--- config.mk ---
export PLATFORM = sky130hd
export DESIGN_NAME = pdc_sched
export DESIGN_NICKNAME = d
export VERILOG_FILES = /design/src/rtl/pdc_sched.sv
export SDC_FILE = /design/constraint.sdc
export NUM_CORES = 1
export LEC_CHECK = 0
export CAP_MARGIN = 40
export CORE_ASPECT_RATIO = 0.7
export CORE_MARGIN = 2
export CORE_UTILIZATION = 23
export DETAILED_ROUTE_END_ITERATION = 10
export PLACE_DENSITY = 0.44
export SYNTH_ARGS = -nofsm -noshare
export SYNTH_HDL_FRONTEND = slang
export SYNTH_SLANG_ARGS = --single-unit
--- constraint.sdc ---
create_clock -name clk -period 2.3 [get_ports clk]
set_input_delay 0.46 -clock clk [delete_from_list [all_inputs] [get_ports clk]]
set_output_delay 0.46 -clock clk [all_outputs]
set_load 0.05 [all_outputs]
--- src/rtl/pdc_sched.sv ---
// pdc_sched: grants one of two sources a frame slot, forwards FRAME_LEN samples
// into the PDC buffer, waits for the buffer to drain the frame, then inserts an
// idle gap before the next grant. Ties between sources alternate round-robin.
module pdc_sched #(
    parameter int FRAME_LEN = 8640,
    parameter int CNT_W     = 14,
    parameter int GAP_CYC   = 4,
    parameter int DRAIN_TO  = 20000
) (
    input  logic              clk,
    input  logic              rst,
    input  logic              req0,
    input  logic              req1,
    input  logic signed [7:0] di0,
    input  logic signed [7:0] di1,
    input  logic              di0_vld,
    input  logic              di1_vld,
    output logic              gnt0,
    output logic              gnt1,
    output logic signed [7:0] pdc_di,
    output logic              pdc_di_vld,
    input  logic              pdc_do_vld,
    output logic              busy,
    output logic              frame_src,
    output logic              frame_done,
    output logic              err
);

    localparam int TO_W  = $clog2(DRAIN_TO + 1);
    localparam int GAP_W = $clog2(GAP_CYC + 1);

    localparam logic [CNT_W-1:0] LAST_IDX  = CNT_W'(FRAME_LEN - 1);
    localparam logic [CNT_W-1:0] FRAME_CNT = CNT_W'(FRAME_LEN);
    localparam logic [TO_W-1:0]  TO_LAST   = TO_W'(DRAIN_TO - 1);
    localparam logic [GAP_W-1:0] GAP_LAST  = GAP_W'(GAP_CYC - 1);

    typedef enum logic [1:0] {
        S_IDLE  = 2'd0,
        S_FILL  = 2'd1,
        S_DRAIN = 2'd2,
        S_GAP   = 2'd3
    } state_t;

    state_t             state_q, state_d;
    logic [GAP_W-1:0]   gap_cnt_q, gap_cnt_d;
    logic [CNT_W-1:0]   wr_cnt_q, wr_cnt_d;
    logic [CNT_W-1:0]   rd_cnt_q, rd_cnt_d;
    logic [TO_W-1:0]    to_cnt_q, to_cnt_d;
    logic               frame_src_q, frame_src_d;
    logic               last_src_q, last_src_d;
    logic               gnt0_q, gnt0_d;
    logic               gnt1_q, gnt1_d;
    logic               busy_q, busy_d;
    logic signed [7:0]  pdc_di_q, pdc_di_d;
    logic               pdc_di_vld_q, pdc_di_vld_d;
    logic               frame_done_q, frame_done_d;
    logic               err_q, err_d;

    logic               sel_src_s;
    logic signed [7:0]  src_di_s;
    logic               src_vld_s;

    // Source selection and granted-source data mux; a tie goes to the source
    // that did not own the previous frame.
    always_comb begin
        sel_src_s = (req0 && req1) ? ~last_src_q : req1;
        src_di_s  = frame_src_q ? di1 : di0;
        src_vld_s = frame_src_q ? di1_vld : di0_vld;
    end

    // Next-state, counter and output computation for the frame scheduler
    always_comb begin
        state_d      = state_q;
        gap_cnt_d    = gap_cnt_q;
        wr_cnt_d     = wr_cnt_q;
        rd_cnt_d     = rd_cnt_q;
        to_cnt_d     = to_cnt_q;
        frame_src_d  = frame_src_q;
        last_src_d   = last_src_q;
        pdc_di_d     = 8'sd0;
        pdc_di_vld_d = 1'b0;
        frame_done_d = 1'b0;

        // A drained sample reported while no frame is draining is a protocol error.
        if (pdc_do_vld && (state_q != S_DRAIN)) begin
            err_d = 1'b1;
        end else begin
            err_d = 1'b0;
        end

        case (state_q)
            S_IDLE: begin
                if (req0 || req1) begin
                    state_d     = S_FILL;
                    frame_src_d = sel_src_s;
                    last_src_d  = sel_src_s;
                    wr_cnt_d    = '0;
                end else begin
                    state_d = S_IDLE;
                end
            end
            S_FILL: begin
                if (src_vld_s) begin
                    pdc_di_d     = src_di_s;
                    pdc_di_vld_d = 1'b1;
                    if (wr_cnt_q == LAST_IDX) begin
                        state_d  = S_DRAIN;
                        rd_cnt_d = '0;
                        to_cnt_d = '0;
                    end else begin
                        wr_cnt_d = wr_cnt_q + 1'b1;
                    end
                end else if (wr_cnt_q != '0) begin
                    // Stream broke mid-frame: the PDC sees the gap and restarts.
                    err_d     = 1'b1;
                    state_d   = S_GAP;
                    gap_cnt_d = '0;
                end else begin
                    // Nothing sent yet: keep waiting for the first sample.
                    state_d = S_FILL;
                end
            end
            S_DRAIN: begin
                if (pdc_do_vld && (rd_cnt_q == LAST_IDX)) begin
                    rd_cnt_d     = FRAME_CNT;
                    frame_done_d = 1'b1;
                    state_d      = S_GAP;
                    gap_cnt_d    = '0;
                end else if (to_cnt_q == TO_LAST) begin
                    err_d     = 1'b1;
                    state_d   = S_GAP;
                    gap_cnt_d = '0;
                end else begin
                    to_cnt_d = to_cnt_q + 1'b1;
                    if (pdc_do_vld && (rd_cnt_q == FRAME_CNT)) begin
                        err_d = 1'b1;
                    end else if (pdc_do_vld) begin
                        rd_cnt_d = rd_cnt_q + 1'b1;
                    end else begin
                        rd_cnt_d = rd_cnt_q;
                    end
                end
            end
            S_GAP: begin
                if (gap_cnt_q == GAP_LAST) begin
                    state_d = S_IDLE;
                end else begin
                    gap_cnt_d = gap_cnt_q + 1'b1;
                end
            end
            default: begin
                state_d = S_IDLE;
            end
        endcase

        // Grants and busy follow the next state so they are registered with it.
        gnt0_d = (state_d == S_FILL) && !frame_src_d;
        gnt1_d = (state_d == S_FILL) && frame_src_d;
        busy_d = (state_d != S_IDLE);
    end

    // State and output registers with asynchronous active-low reset
    always_ff @(posedge clk or negedge rst) begin
        if (!rst) begin
            state_q      <= S_IDLE;
            gap_cnt_q    <= '0;
            wr_cnt_q     <= '0;
            rd_cnt_q     <= '0;
            to_cnt_q     <= '0;
            frame_src_q  <= 1'b0;
            last_src_q   <= 1'b1;
            gnt0_q       <= 1'b0;
            gnt1_q       <= 1'b0;
            busy_q       <= 1'b0;
            pdc_di_q     <= 8'sd0;
            pdc_di_vld_q <= 1'b0;
            frame_done_q <= 1'b0;
            err_q        <= 1'b0;
        end else begin
            state_q      <= state_d;
            gap_cnt_q    <= gap_cnt_d;
            wr_cnt_q     <= wr_cnt_d;
            rd_cnt_q     <= rd_cnt_d;
            to_cnt_q     <= to_cnt_d;
            frame_src_q  <= frame_src_d;
            last_src_q   <= last_src_d;
            gnt0_q       <= gnt0_d;
            gnt1_q       <= gnt1_d;
            busy_q       <= busy_d;
            pdc_di_q     <= pdc_di_d;
            pdc_di_vld_q <= pdc_di_vld_d;
            frame_done_q <= frame_done_d;
            err_q        <= err_d;
        end
    end

    assign gnt0       = gnt0_q;
    assign gnt1       = gnt1_q;
    assign pdc_di     = pdc_di_q;
    assign pdc_di_vld = pdc_di_vld_q;
    assign busy       = busy_q;
    assign frame_src  = frame_src_q;
    assign frame_done = frame_done_q;
    assign err        = err_q;

endmodule

-- Yosys cells after proc, flatten, opt, wreduce, memory -nomap -nowiden
Cells that the tools add are included.
- $add $sub $neg: 4
- reduce and logical (&&, ||, !) cells: 19
- bitwise logic cells: 1
- multiplexer cells: 48
- equal/unequal tests: 23
- operators with widths (operator ; number):
    14-bit 2-to-1 mux ; 9
    15-bit 2-to-1 mux ; 4
    14-bit one-hot mux with 2 select lines ; 2
    14-bit equality test (second input constant) ; 3
    15-bit one-hot mux with 2 select lines ; 1
    14-bit by 1-bit adder with 14-bit output (second input constant) ; 2
    8-bit 2-to-1 mux ; 3
    2-bit inequality test (second input constant) ; 10
    15-bit by 1-bit adder with 15-bit output (second input constant) ; 1
    15-bit equality test (second input constant) ; 1
    1-bit 2-to-1 mux ; 15
    3-bit 2-to-1 mux ; 5
    14-bit nonzero test ; 1
    2-bit 2-to-1 mux ; 6
    3-bit inequality test (second input constant) ; 4
    5-bit AND reduction ; 2
    3-bit one-hot mux with 3 select lines ; 1
    2-bit one-hot mux with 4 select lines ; 1
    1-bit logical AND ; 6
    6-bit AND reduction ; 1
    2-bit nonzero test ; 3
    2-bit by 1-bit equality test with 1-bit output (second input constant) ; 2
    2-bit equality test (second input constant) ; 2
    4-bit AND reduction ; 1
    other kinds (9) ; 9
- output and inout bits: 15
- word-level logic and storage cells: 109
- register bits: 64
- input port bits: 23

-- Longest topological paths before layout
- word-level depth: 7
- mapped depth: 10
- mapped depth without buffers: 8

-- Worst setup path before layout
OpenSTA, ideal clock, no wires.
- path type: reg2reg
- start point: reg wr_cnt_q[6]
- end point: reg rd_cnt_q[11]
- required time: 2.223 ns
- setup time: 0.077 ns
- cell stages (with the launch flop): 7
- path buffers: 0
- arrival: 2.381 ns
- clock period less this slack: 2.459 ns
- slack: -0.159 ns
- path through: dfrtp_1 or4_4 nor4_4 nor2_2 or3_1 or4_1 a21oi_1
- cells in the longest elaborated chain, start to end: 3
- ends and longest elaborated chain (item ; RTL line ; text):
    from (decl) ; 46 ; logic [CNT_W-1:0] wr_cnt_q, wr_cnt_d;
    from (signal assigned) ; 182 ; wr_cnt_q <= wr_cnt_d;
    14-bit equality test ; 106 ; if (wr_cnt_q == LAST_IDX) begin
    2-bit inequality test (no source line) ; - ;
    6-bit AND reduction (no source line) ; - ;
    to (signal assigned) ; 183 ; rd_cnt_q <= rd_cnt_d;
    to (decl) ; 47 ; logic [CNT_W-1:0] rd_cnt_q, rd_cnt_d;
Every way passes these cells.
A chain may end at the register's enable or synchronous reset.

-- Worst setup path after layout
- start point: reg rd_cnt_q[0]
- end point: reg rd_cnt_q[11]
- cells in the longest elaborated chain, start to end: 6
- elaborated cells between the ends (all ways): 14
- classes of those cells: 1 x add/sub; 5 x eq/ne; 5 x mux; 3 x reduce/logical
- ends and longest elaborated chain (item ; RTL line ; text):
    14-bit by 1-bit adder with 14-bit output ; 138 ; rd_cnt_d = rd_cnt_q + 1'b1;
    14-bit 2-to-1 mux ; 137 ; end else if (pdc_do_vld) begin
    14-bit 2-to-1 mux ; 135 ; if (pdc_do_vld && (rd_cnt_q == FRAME_CNT)) begin
    14-bit 2-to-1 mux ; 129 ; end else if (to_cnt_q == TO_LAST) begin
    14-bit 2-to-1 mux ; 124 ; if (pdc_do_vld && (rd_cnt_q == LAST_IDX)) begin
    14-bit one-hot mux with 2 select lines ; 91 ; case (state_q)
Several ways; a longest one is shown, not always the timed one. The select of a mux whose other input is x is not followed.

==> impl_metrics.csv <==
group,metric,value,unit
floorplan,die_width,151.0,um
clocking,cts_buffers,9,
drt,drt-vias-per-instance,4.607,
yosys,synth_area,0.003477,sq mm
drt,drc,0,
cells_and_area,multi_input_area,0.001951,sq mm
clocking,cts.reportedPaths.clkPinSlew,60,ps
timing,rsz0062_at_grt,"true",
critical_path,crit_arrival,2640,ps
clocking,clk_latency,330,ps
critical_path,worstPathMaxFanout,4,
job,max-cap-violations,0,
critical_path,reg2reg_depth,7,
timing,hold_violations,0,
power_and_ir_drop,powerDensity,1032,mW/mm^2
timing,slew_headroom,65.22,%
critical_path,crit_path_start_kind,"register",
drt,firstDrtPassIters,4,
drt,routedWlPerCell,14.25,um
floorplan,core_region_area,0.01472,sq mm
floorplan,dieHeight,106.9,um
timing,layout_setup_ws,-80.46,ps
grt,antenna_found_initial,0,
placed_design,port_buffers,37,
yosys,synth-seq-area-share,46.10,%
floorplan,rows,37,
cells_and_area,seq_area,0.001603,sq mm
clocking,cts_tree,"yes",
critical_path,required,2560,ps
cells_and_area,area_growth,50.63,%
critical_path,slowest_delay,490,ps
yosys,async_flop_share,100.0,%
timing,hold_slack,130.2,ps
cells_and_area,fin_nets,524,
critical_path,worstSetupEndpointType,"register",
drt,dr.first_iter.drc_count,164,
yosys,synth_top_area_share,45.34,%
drt,ant_nets,0,
yosys,ys_seq_elements,64,
grt,grtUsageTotal,13.00,%
cells_and_area,n_antenna_cell,0,
clocking,clk_path_buf_depth,2,
timing,drv_slew,0,
power_and_ir_drop,leakagePower,2.317,nW
critical_path,critPathTopFamily,"simple AND/OR/NAND/NOR gates",
placed_design,place.gp.congestion,0.8587,
critical_path,crit_buf_inv,0,
timing,period_share,103.5,%
critical_path,crit_cells,7,
placed_design,dp_hpwl,7.227,mm
yosys,synth_edf_count,0,
timing,skew,8.247,ps
cells_and_area,drive_above_1_share,28.89,%
grt,grt_max_degree,41,
floorplan,start_util,23.62,%
timing,clock.fmax,420.1,MHz
cells_and_area,fillers,1501,
yosys,ys.flop_type,"dfrtp_1",
yosys,syn_area_per_cell,9.347,sq um
clocking,cts_root_buffer,"clkbuf_16",
floorplan,die-area,0.01613,sq mm
timing,tightest_slew,521.7,ps
status,status,"finished with violations",
yosys,synthTopCellsByCount,"dfrtp_1 (63), nor2_1 (39), nand2_1 (31)",
yosys,synth_area_leaders,"dfrtp_1 (45%), nor2_1 (4.2%), ha_1 (4.0%)",
clocking,htreeDepth,3,
timing,setup_viol,12,
yosys,syn_nets,406,
grt,grt_pass1_wl,16.29,mm
status,failed_checks,"negative setup slack",
critical_path,cp_slowest_cell,"or4_4",
yosys,yosysTopAreaCell,"dfrtp_1",
clocking,cts_num_sinks,64,
yosys,yosysMostFrequentCell,"dfrtp_1",
yosys,synth_cell_type_count,51,
worst_hold_path,hp-class,"input pin to asynchronous set/reset pin",
critical_path,timing.rr.end,"rd_cnt_q[11]$_DFFE_PN0P_",
drt,num_vias,3179,
critical_path,reg2reg_slack,-80,ps
yosys,synth.yosys.warnings,0,
grt,grt_pass1_vias,3143,
timing,finalSetupTns,-490.3,ps
drt,routed_wl,9.833,mm
timing,fin_crit,2380,ps
critical_path,path_cells,"ha_1 -> nand3_1 -> nor4b_4 -> a221oi_4 -> or3_4 -> or4_4 -> a21oi_2",
yosys,postSynthCellCount,372,
grt,overflow,0,
critical_path,timing.rr.start,"rd_cnt_q[0]$_DFFE_PN0P_",
power_and_ir_drop,peakVddDrop,0.5881,mV
critical_path,path_class,"register to register",
floorplan,ioPinCount,38,
==> power by group <==
part / internal, mW / leakage [nW] / switching (mW)
Sequential: 1.31 / 0.863 / 0.0893
Clock: 1.01 / 0.165 / 0.504
Combinational: 1.08 / 1.29 / 1.41
Total: 3.40 / 2.32 / 2.00
==> flip-flops by register name (all words and copies together), names as in the netlist <==
| signal | cells |
|---|---|
| busy | 1 |
| err | 1 |
| frame_done | 1 |
| frame_src | 1 |
| gap_cnt_q | 3 |
| gnt0 | 1 |
| gnt1 | 1 |
| last_src_q | 1 |
| pdc_di | 8 |
| pdc_di_vld | 1 |
| rd_cnt_q | 14 |
| state_q | 2 |
| to_cnt_q | 15 |
| wr_cnt_q | 14 |
==> cells by family (layout without fill, tap and decap cells) <==
kind of cell / count (synthesis) / count (layout) / share of synthesized area [%]
AO/OA/AOI/OAI: 69 / 69 / 12.85
buffers and inverters: 31 / 154 / 3.454
multiplexers: 15 / 15 / 4.390
adder cells (fa/ha/maj): 11 / 11 / 3.958
XOR/XNOR: 15 / 15 / 3.778
AND/OR/NAND/NOR: 167 / 167 / 25.48
flip-flops: 64 / 64 / 46.10
==> routing by layer <==
metal / track usage, % / routed length [um]
met3: 3.021 / 322
met1: 19.56 / 5228
met2: 18.02 / 4116
met5: 0 / 0
met4: 4.406 / 165
==> worst max-delay path by stage <==
stage	slack, ps	end	startpoint
5_1_grt	-180	rd_cnt_q[11]$_DFFE_PN0P_	wr_cnt_q[11]$_DFFE_PN0P_
3_5_place_dp	-470	rd_cnt_q[11]$_DFFE_PN0P_	pdc_do_vld
3_3_place_gp	-390	rd_cnt_q[11]$_DFFE_PN0P_	pdc_do_vld
4_1_cts	-90	rd_cnt_q[11]$_DFFE_PN0P_	wr_cnt_q[11]$_DFFE_PN0P_
2_1_floorplan	-60	rd_cnt_q[11]$_DFFE_PN0P_	wr_cnt_q[11]$_DFFE_PN0P_
6_report	-80	rd_cnt_q[11]$_DFFE_PN0P_	rd_cnt_q[0]$_DFFE_PN0P_
==> repair_timing <==
item                       4_1_cts  5_1_grt
setup endpoints to repair       26       31
pin swaps                        9       18
gates resized for setup         14       41
buffers inserted                 3        6
hold buffers                     0        0
==> final cells by class <==
cell class / instances / area share, %
inverters: 20 / 1.433
repair buffers: 118 / 19.73
clock buffers: 11 / 4.826
clock inverters: 5 / 1.505
flip-flops and latches: 64 / 30.60
multi-input cells: 277 / 37.24
well taps: 195 / 4.658
==> worst reg2reg max path: stages, from the launching register on <==
cell	delay (ps)
dfrtp_1	360
ha_1	200
nand3_1	160
nor4b_4	400
a221oi_4	120
or3_4	420
or4_4	500
a21oi_2	140
==> metrics by stage <==
stage	cell area (sq um)	instances	utilization (%)	setup slack (ps)	power [mW]
floorplan	3507	372	-	-60.13	2.699
global placement	4598	666	31.23	-387.2	3.599
detailed placement	4598	666	31.23	-468.4	3.604
CTS	5002	685	33.98	-86.55	5.268
global route	5238	690	35.58	-177.0	5.742
finish	5238	690	35.58	-80.46	5.406
==> cells in the final DEF, fill, tap and decap left out, drive strengths merged, types with 5 or more instances in the layout <==
master,count
clkbuf,11
clkdlybuf4s50,35
dfrtp,63
nand3,27
nor4,5
o21ai,21
nand2,31
and3,7
a21oi,17
or4,8
nand4,9
buf,83
inv,20
xor2,11
mux2i,13
or3,9
nor3,9
ha,11
nor2,40
Power figures use the tool's default switching activity.
